**src/rtl/onehot_codec.sv**
```systemverilog
// onehot_codec
// Registered, handshaked binary <-> one-hot codec with a 2-entry output
// buffer. Each accepted transaction carries its own direction (mode), and
// illegal inputs are reported on out_err_o rather than being passed through.
//
// Optional build macro: ONEHOT_CODEC_ERRCNT_EN
//   defined   : err_cnt_o is a saturating count of accepted illegal inputs
//   undefined : err_cnt_o is tied to zero and no counter flops exist
//
// Ports
//   clk          rising-edge clock
//   reset        asynchronous, active-high reset
//   in_valid_i   input transaction valid
//   in_ready_o   block can accept an input this cycle (registered)
//   mode_i       0 = binary->one-hot, 1 = one-hot->binary
//   in_data_i    mode 0: index in [BIN_W-1:0]; mode 1: one-hot vector
//   out_valid_o  output transaction valid
//   out_ready_i  consumer accepts the output
//   out_data_o   mode 0: one-hot vector; mode 1: zero-extended index
//   out_mode_o   mode of the presented transaction
//   out_err_o    presented transaction had an illegal input
//   err_cnt_o    saturating error count (optional feature)

module onehot_codec #(
    parameter int BIN_W     = 4,
    parameter int ONE_HOT_W = 16,
    parameter int ERR_CNT_W = 8
) (
    input  logic                 clk,
    input  logic                 reset,
    input  logic                 in_valid_i,
    output logic                 in_ready_o,
    input  logic                 mode_i,
    input  logic [ONE_HOT_W-1:0] in_data_i,
    output logic                 out_valid_o,
    input  logic                 out_ready_i,
    output logic [ONE_HOT_W-1:0] out_data_o,
    output logic                 out_mode_o,
    output logic                 out_err_o,
    output logic [ERR_CNT_W-1:0] err_cnt_o
);

    logic [1:0]           count;
    logic [1:0]           count_next;
    logic                 in_ready_q;
    logic                 push;
    logic                 pop;

    logic                 head_mode;
    logic                 head_err;
    logic [ONE_HOT_W-1:0] head_data;
    logic                 tail_mode;
    logic                 tail_err;
    logic [ONE_HOT_W-1:0] tail_data;

    logic [ONE_HOT_W-1:0] enc_data;
    logic                 enc_err;
    logic [BIN_W-1:0]     lowest;
    logic                 multi;

    assign push = in_valid_i & in_ready_q;
    assign pop  = (count != 2'd0) & out_ready_i;

    // Translate the incoming word for its mode. The one-hot decode scans from
    // the top down so the last assignment wins, leaving the lowest set bit.
    always_comb begin
        enc_data = '0;
        enc_err  = 1'b0;
        lowest   = '0;
        multi    = 1'b0;
        if (!mode_i) begin
            if ({1'b0, in_data_i[BIN_W-1:0]} < (BIN_W+1)'(ONE_HOT_W)) begin
                enc_data = ONE_HOT_W'(1) << in_data_i[BIN_W-1:0];
            end else begin
                enc_err = 1'b1;
            end
        end else begin
            for (int i = ONE_HOT_W - 1; i >= 0; i--) begin
                if (in_data_i[i]) begin
                    lowest = BIN_W'(i);
                end
            end
            multi    = (in_data_i & (in_data_i - ONE_HOT_W'(1))) != '0;
            enc_data = ONE_HOT_W'(lowest);
            enc_err  = (in_data_i == '0) | multi;
        end
    end

    // Occupancy bookkeeping: push and pop together leave the count unchanged.
    always_comb begin
        count_next = count;
        case ({push, pop})
            2'b10:   count_next = count + 2'd1;
            2'b01:   count_next = count - 2'd1;
            default: count_next = count;
        endcase
    end

    // Two-slot FIFO where the head slot drives the outputs directly. A new
    // entry goes straight to the head when the head is empty or leaving this
    // cycle; otherwise it waits in the tail. in_ready is registered from the
    // next count so it never depends combinationally on out_ready_i.
    always_ff @(posedge clk or posedge reset) begin
        if (reset) begin
            count      <= 2'd0;
            in_ready_q <= 1'b0;
            head_mode  <= 1'b0;
            head_err   <= 1'b0;
            head_data  <= '0;
            tail_mode  <= 1'b0;
            tail_err   <= 1'b0;
            tail_data  <= '0;
        end else begin
            count      <= count_next;
            in_ready_q <= (count_next < 2'd2);
            if (pop && (count == 2'd2)) begin
                head_mode <= tail_mode;
                head_err  <= tail_err;
                head_data <= tail_data;
            end
            if (push) begin
                if ((count == 2'd0) || ((count == 2'd1) && pop)) begin
                    head_mode <= mode_i;
                    head_err  <= enc_err;
                    head_data <= enc_data;
                end else begin
                    tail_mode <= mode_i;
                    tail_err  <= enc_err;
                    tail_data <= enc_data;
                end
            end
        end
    end

    assign in_ready_o  = in_ready_q;
    assign out_valid_o = (count != 2'd0);
    assign out_data_o  = head_data;
    assign out_mode_o  = head_mode;
    assign out_err_o   = head_err;

`ifdef ONEHOT_CODEC_ERRCNT_EN
    logic [ERR_CNT_W-1:0] err_cnt_q;

    // Errors are counted when the input is accepted, saturating at all-ones.
    always_ff @(posedge clk or posedge reset) begin
        if (reset) begin
            err_cnt_q <= '0;
        end else if (push && enc_err && (err_cnt_q != '1)) begin
            err_cnt_q <= err_cnt_q + ERR_CNT_W'(1);
        end
    end

    assign err_cnt_o = err_cnt_q;
`else
    assign err_cnt_o = '0;
`endif

endmodule

```
**config.mk**
```make
export PLATFORM = sky130hd
export DESIGN_NAME = onehot_codec
export DESIGN_NICKNAME = d
export VERILOG_FILES = /design/src/rtl/onehot_codec.sv
export SDC_FILE = /design/constraint.sdc
export NUM_CORES = 1
export LEC_CHECK = 0
export CAP_MARGIN = 20
export CORE_MARGIN = 2
export CORE_UTILIZATION = 54
export DETAILED_ROUTE_END_ITERATION = 16
export PLACE_DENSITY = 0.87
export SLEW_MARGIN = 15
export SYNTH_ARGS = -nofsm -noshare
export SYNTH_HDL_FRONTEND = slang
export SYNTH_SLANG_ARGS = --single-unit
```
**constraint.sdc**
```tcl
create_clock -name clk -period 3.7 [get_ports clk]
set_clock_uncertainty 0.05 [all_clocks]
set_input_delay 0.37 -clock clk [delete_from_list [all_inputs] [get_ports clk]]
set_output_delay 0.37 -clock clk [all_outputs]
set_load 0.01 [all_outputs]
```
* Word-level counts from Yosys, hierarchy flattened
Cells that the tools add are included.
** Storage, ports and cells
- Output and inout bits :: 28
- Bits in registers :: 39
** Cells by class
- $lt $le $gt $ge :: 1
- Equal/unequal tests :: 4
- Multiplexer cells :: 28
- Bitwise logic cells :: 5
- Shift-type cells :: 1
- Add/subtract/negate cells :: 3
- Reductions and logical operators :: 8
** Operators by type and width (count)
- $mux W16 :: 4
- $mux W4 :: 16
- $and A16 B16 Y16 :: 1
- $logic_not A16 Y1 :: 1
- $reduce_bool A16 Y1 :: 1
- $shl A1 B4 Y16 const A :: 1
- $sub A16 B1 Y16 const B :: 1
- $mux W1 :: 7
- $eq A2 B1 Y1 const B :: 2
- $eq A2 B2 Y1 const B :: 2
- $pmux W2 S2 :: 1
- $add A2 B1 Y2 const B :: 1
- $and A1 B1 Y1 :: 2
- $logic_and A1 B1 Y1 :: 2
- $logic_not A2 Y1 :: 1
- $lt A2 B2 Y1 const B :: 1
- $reduce_and A2 Y1 :: 1
- $reduce_bool A2 Y1 :: 1
- $sub A2 B1 Y2 const B :: 1
- $logic_or A1 B1 Y1 :: 1
- $not A1 Y1 :: 1
- $or A1 B1 Y1 :: 1

* Logic depth before layout (Yosys ltp)
- Word-level depth :: 19
- Gate-level depth with buffers :: 9
- Depth with buffers taken out :: 9

* Worst setup path before layout
OpenSTA, ideal clock, no wires.
- Kind :: input to register
- Start point :: input port in_data_i[2]
- End point :: register tail_err
- Buffers on the path :: 1
- Arrival time :: 2415 ps
- Stages on the path :: 7
- Path slack :: 1110 ps
- Required time :: 3525 ps
- Path through :: buf_6 -> or4_4 -> or4_4 -> o32ai_2 -> o2111ai_1 -> o41a_1 -> mux2_2
** On the way
- Cells in the longest elaborated chain, start to end :: 5
- Elaborated cells between the ends (all ways) :: 6
- Classes of those cells :: 1 x add/sub; 1 x mux; 2 x bitwise; 2 x reduce/logical
** Ends and longest elaborated chain
- from (decl) :: line 34 : input logic [ONE_HOT_W-1:0] in_data_i,
- $sub A16 B1 Y16 :: line 83 : multi = (in_data_i & (in_data_i - ONE_HOT_W'(1))) != '0;
- $and A16 B16 Y16 :: line 83
- $reduce_bool A16 Y1 :: line 83
- $or A1 B1 Y1 (*) :: line 85 : enc_err = (in_data_i == '0) | multi;
- $mux W1 (*) :: line 71 : if (!mode_i) begin
- to (signal assigned) :: line 128 : tail_err <= enc_err;
- to (decl) :: line 53 : logic tail_err;
Mark *: on every way between the ends. The rest lies on a longest branch, timed or not.
A chain may end at the register's enable or synchronous reset.

* Worst setup path after layout
Ends and elaborated chain as after synthesis.

==> results.md <==
* Static leakage at 1.23 nW
* Via density at 5.75
* Vias in the first global route at 1,696
* Worst setup SP type: input pin
* Maxcap violations at 0
* Worst-path clk slew at 0.07 ns
* Fin area at 2740 um2
* Max Slew Vio Count at 0
* Post-route DRC at 0
* Largest area contributor in the netlist: dfrtp_1
* Row Count at 23
* Max Freq at 349 MHz
* TritonCTS clock tree: yes
* Iteration-0 DRC count of the detailed router at 118
* End point of the worst hold path: tail_data[0]
* Starting Density at 56.1%
* Critical path data required time at 3.83 ns
* Actual slew at the worst max-slew pin at 1.03 ns
* Die Height at 68.2 um
* Commonest non-fill, non-tap cells in the layout: 40 x clkdlybuf4s50_1, 39 x dfrtp_1, 37 x nand2_1
* Synth top area cells: dfrtp_1 44%, o21ai_0 6.5%, mux2i_1 6.3%, nand2_1 6.2%, a21oi_1 3.1%
* Hold Path Stages at 2
* Core area at 3970 um2
* Global-route wire length before repair at 7800 um
* Commonest non-fill, non-tap cell in the layout: clkdlybuf4s50_1
* IO buf count at 40
* Largest net degree at the start of global routing at 40
* DR vias at 1,967
* Fraction of layout cells with a size suffix above 1 at 8.90%
* Fin crit share at 77.4%
* Number of synthesized flops with an enable pin at 0
* Global placement routability congestion at 0.905
* Share of the synthesized area in the top cell type at 43.8%
* H-tree levels at 2
* N_diodes at 0
* Die area at 4650 um2
* DP HPWL at 3610 um
* Yosys cell types at 39
* Remaining Overflow, GRT at 0
* FF-to-FF setup slack at 1.38 ns
* Crit-path max FO at 10
* Reg-to-reg endpoint: tail_err
* Yosys warning total at 0
* Post-DP Area at 2640 um2
* Top FF cell, synth: dfrtp_1
* Final hold viol count at 0
* GRT Util Overall at 23.0%
* Area grow syn2layout at 23.2%
* DR pass1 iterations at 4
* Worst r2r path cells at 5
* Setup TNS at 0 ns
* CP Class: input pin to flop
* Resized Gates After CTS at 0
* Post-CTS setup buffers at 0
* Final nets at 317
* # clock sinks at 39
* HP Class: flop to flop
* Reg2reg start: count[0]
* Min Hold Slack at 0.434 ns
* CP endpoint kind: flop
* Antenna violations before repair at 0
* Hold_buf cts at 0
* Syn avg cell area at 8.80 um2
* Mapped Cells at 253
* CTS Buf Count at 5
* Clock Root Buffer: clkbuf_8
* Post-DRT Antenna Nets at 0
* Hold wc startpoint: tail_data[0]
* #FFs+latches synth at 39
* Status: finished clean
* Number of fill cells at 315
* Final setup violation count at 0
* Power after layout at 1.56 mW
* Ports at 49
* Seq/Total Area, Yosys at 43.8%
* Skew-Pair Late Insertion Delay at 0.29 ns
* Clock tree buffer depth at 2
* Arrival time of the worst setup path at 2.99 ns
* Pwr dens at 570 nW/um2
* Post-layout util at 69.1%
* Min cycle time layout at 2.86 ns
* WL per Instance at 14.4 um
* Rel. slew slack at 31.5%
* Drt total wl at 4910 um
* Async SR Flop Fraction at 100%
* RSZ-0062 raised after global routing: false
* Mapped Area at 2230 um2
* Worst IR drop on VDD at 0.000312 V
* Die outline width at 68.2 um
worst max-delay path, cell delays in order:
cell and delay, ns:
clkdlybuf4s50_1 0.54, or4_4 0.57, or4_4 0.51, o32ai_2 0.25
o2111ai_1 0.14, o41a_1 0.34, mux2_2 0.27
flip-flops by register name, indices dropped and copies added, names as in the netlist:
name,count
count,2
in_ready_o,1
out_data_o,16
out_err_o,1
out_mode_o,1
tail_data,16
tail_err,1
tail_mode,1
how the worst max path moves through the flow:
stage / start / to / slack [ns]
finish: in_data_i[2] / tail_err / 0.84
global route: in_data_i[2] / tail_err / 0.74
CTS: in_data_i[2] / tail_err / 0.84
detailed placement: in_data_i[2] / tail_err / 0.54
global placement: in_data_i[2] / tail_err / 0.58
floorplan: in_data_i[2] / tail_err / 1.11
cell families after synthesis:
kind of cell             after synthesis  synth area share (%)
other                                  1                 0.168
adder cells (fa/ha/maj)                6                  3.26
multiplexers                          20                  9.33
buffers and inverters                 32                  7.08
AND/OR/NAND/NOR                       91                  19.1
AO/OA/AOI/OAI                         64                  17.2
flip-flops                            39                  43.8
power by group:
part | internal [mW] | leakage, nW | switching, mW
clock | 0.169 | 0.0505 | 0.147
combinational | 0.295 | 0.666 | 0.341
sequential | 0.545 | 0.517 | 0.0661
total | 1.01 | 1.23 | 0.555
synthesized netlist by cell type, types with 4 or more instances:
master,number
a21oi_1,14
a31oi_1,4
buf_4,8
clkbuf_1,11
dfrtp_1,39
ha_1,5
inv_1,11
mux2_2,6
mux2i_1,14
nand2_1,37
nand3_1,14
nor2_1,18
nor3_1,4
nor4_1,4
o21ai_0,29
o31ai_1,6
routing by layer:
| metal | track usage [%] | routed length [um] |
|---|---|---|
| met5 | 0 | 0 |
| met1 | 30.6 | 2200 |
| met2 | 36.4 | 2320 |
| met4 | 9.00 | 102 |
| met3 | 5.43 | 289 |
cell type report:
type | count | area [um2] | share of cell area, %
timing repair buffer | 45 | 438 | 16.0
clock inverter | 1 | 7.51 | 0.274
tap | 50 | 62.6 | 2.28
sequential | 39 | 976 | 35.6
clock buffer | 7 | 96.3 | 3.51
inverter | 11 | 41.3 | 1.50
multi-input combinational | 189 | 1120 | 40.9
metrics by stage:
step                      instances  worst slack, ns
final                           342            0.837
after detailed placement        334            0.537
after global placement          334            0.581
after CTS                       342            0.844
after floorplan                 260             1.11
after global routing            342            0.735
Note: power is estimated with default switching activity, not from simulation.
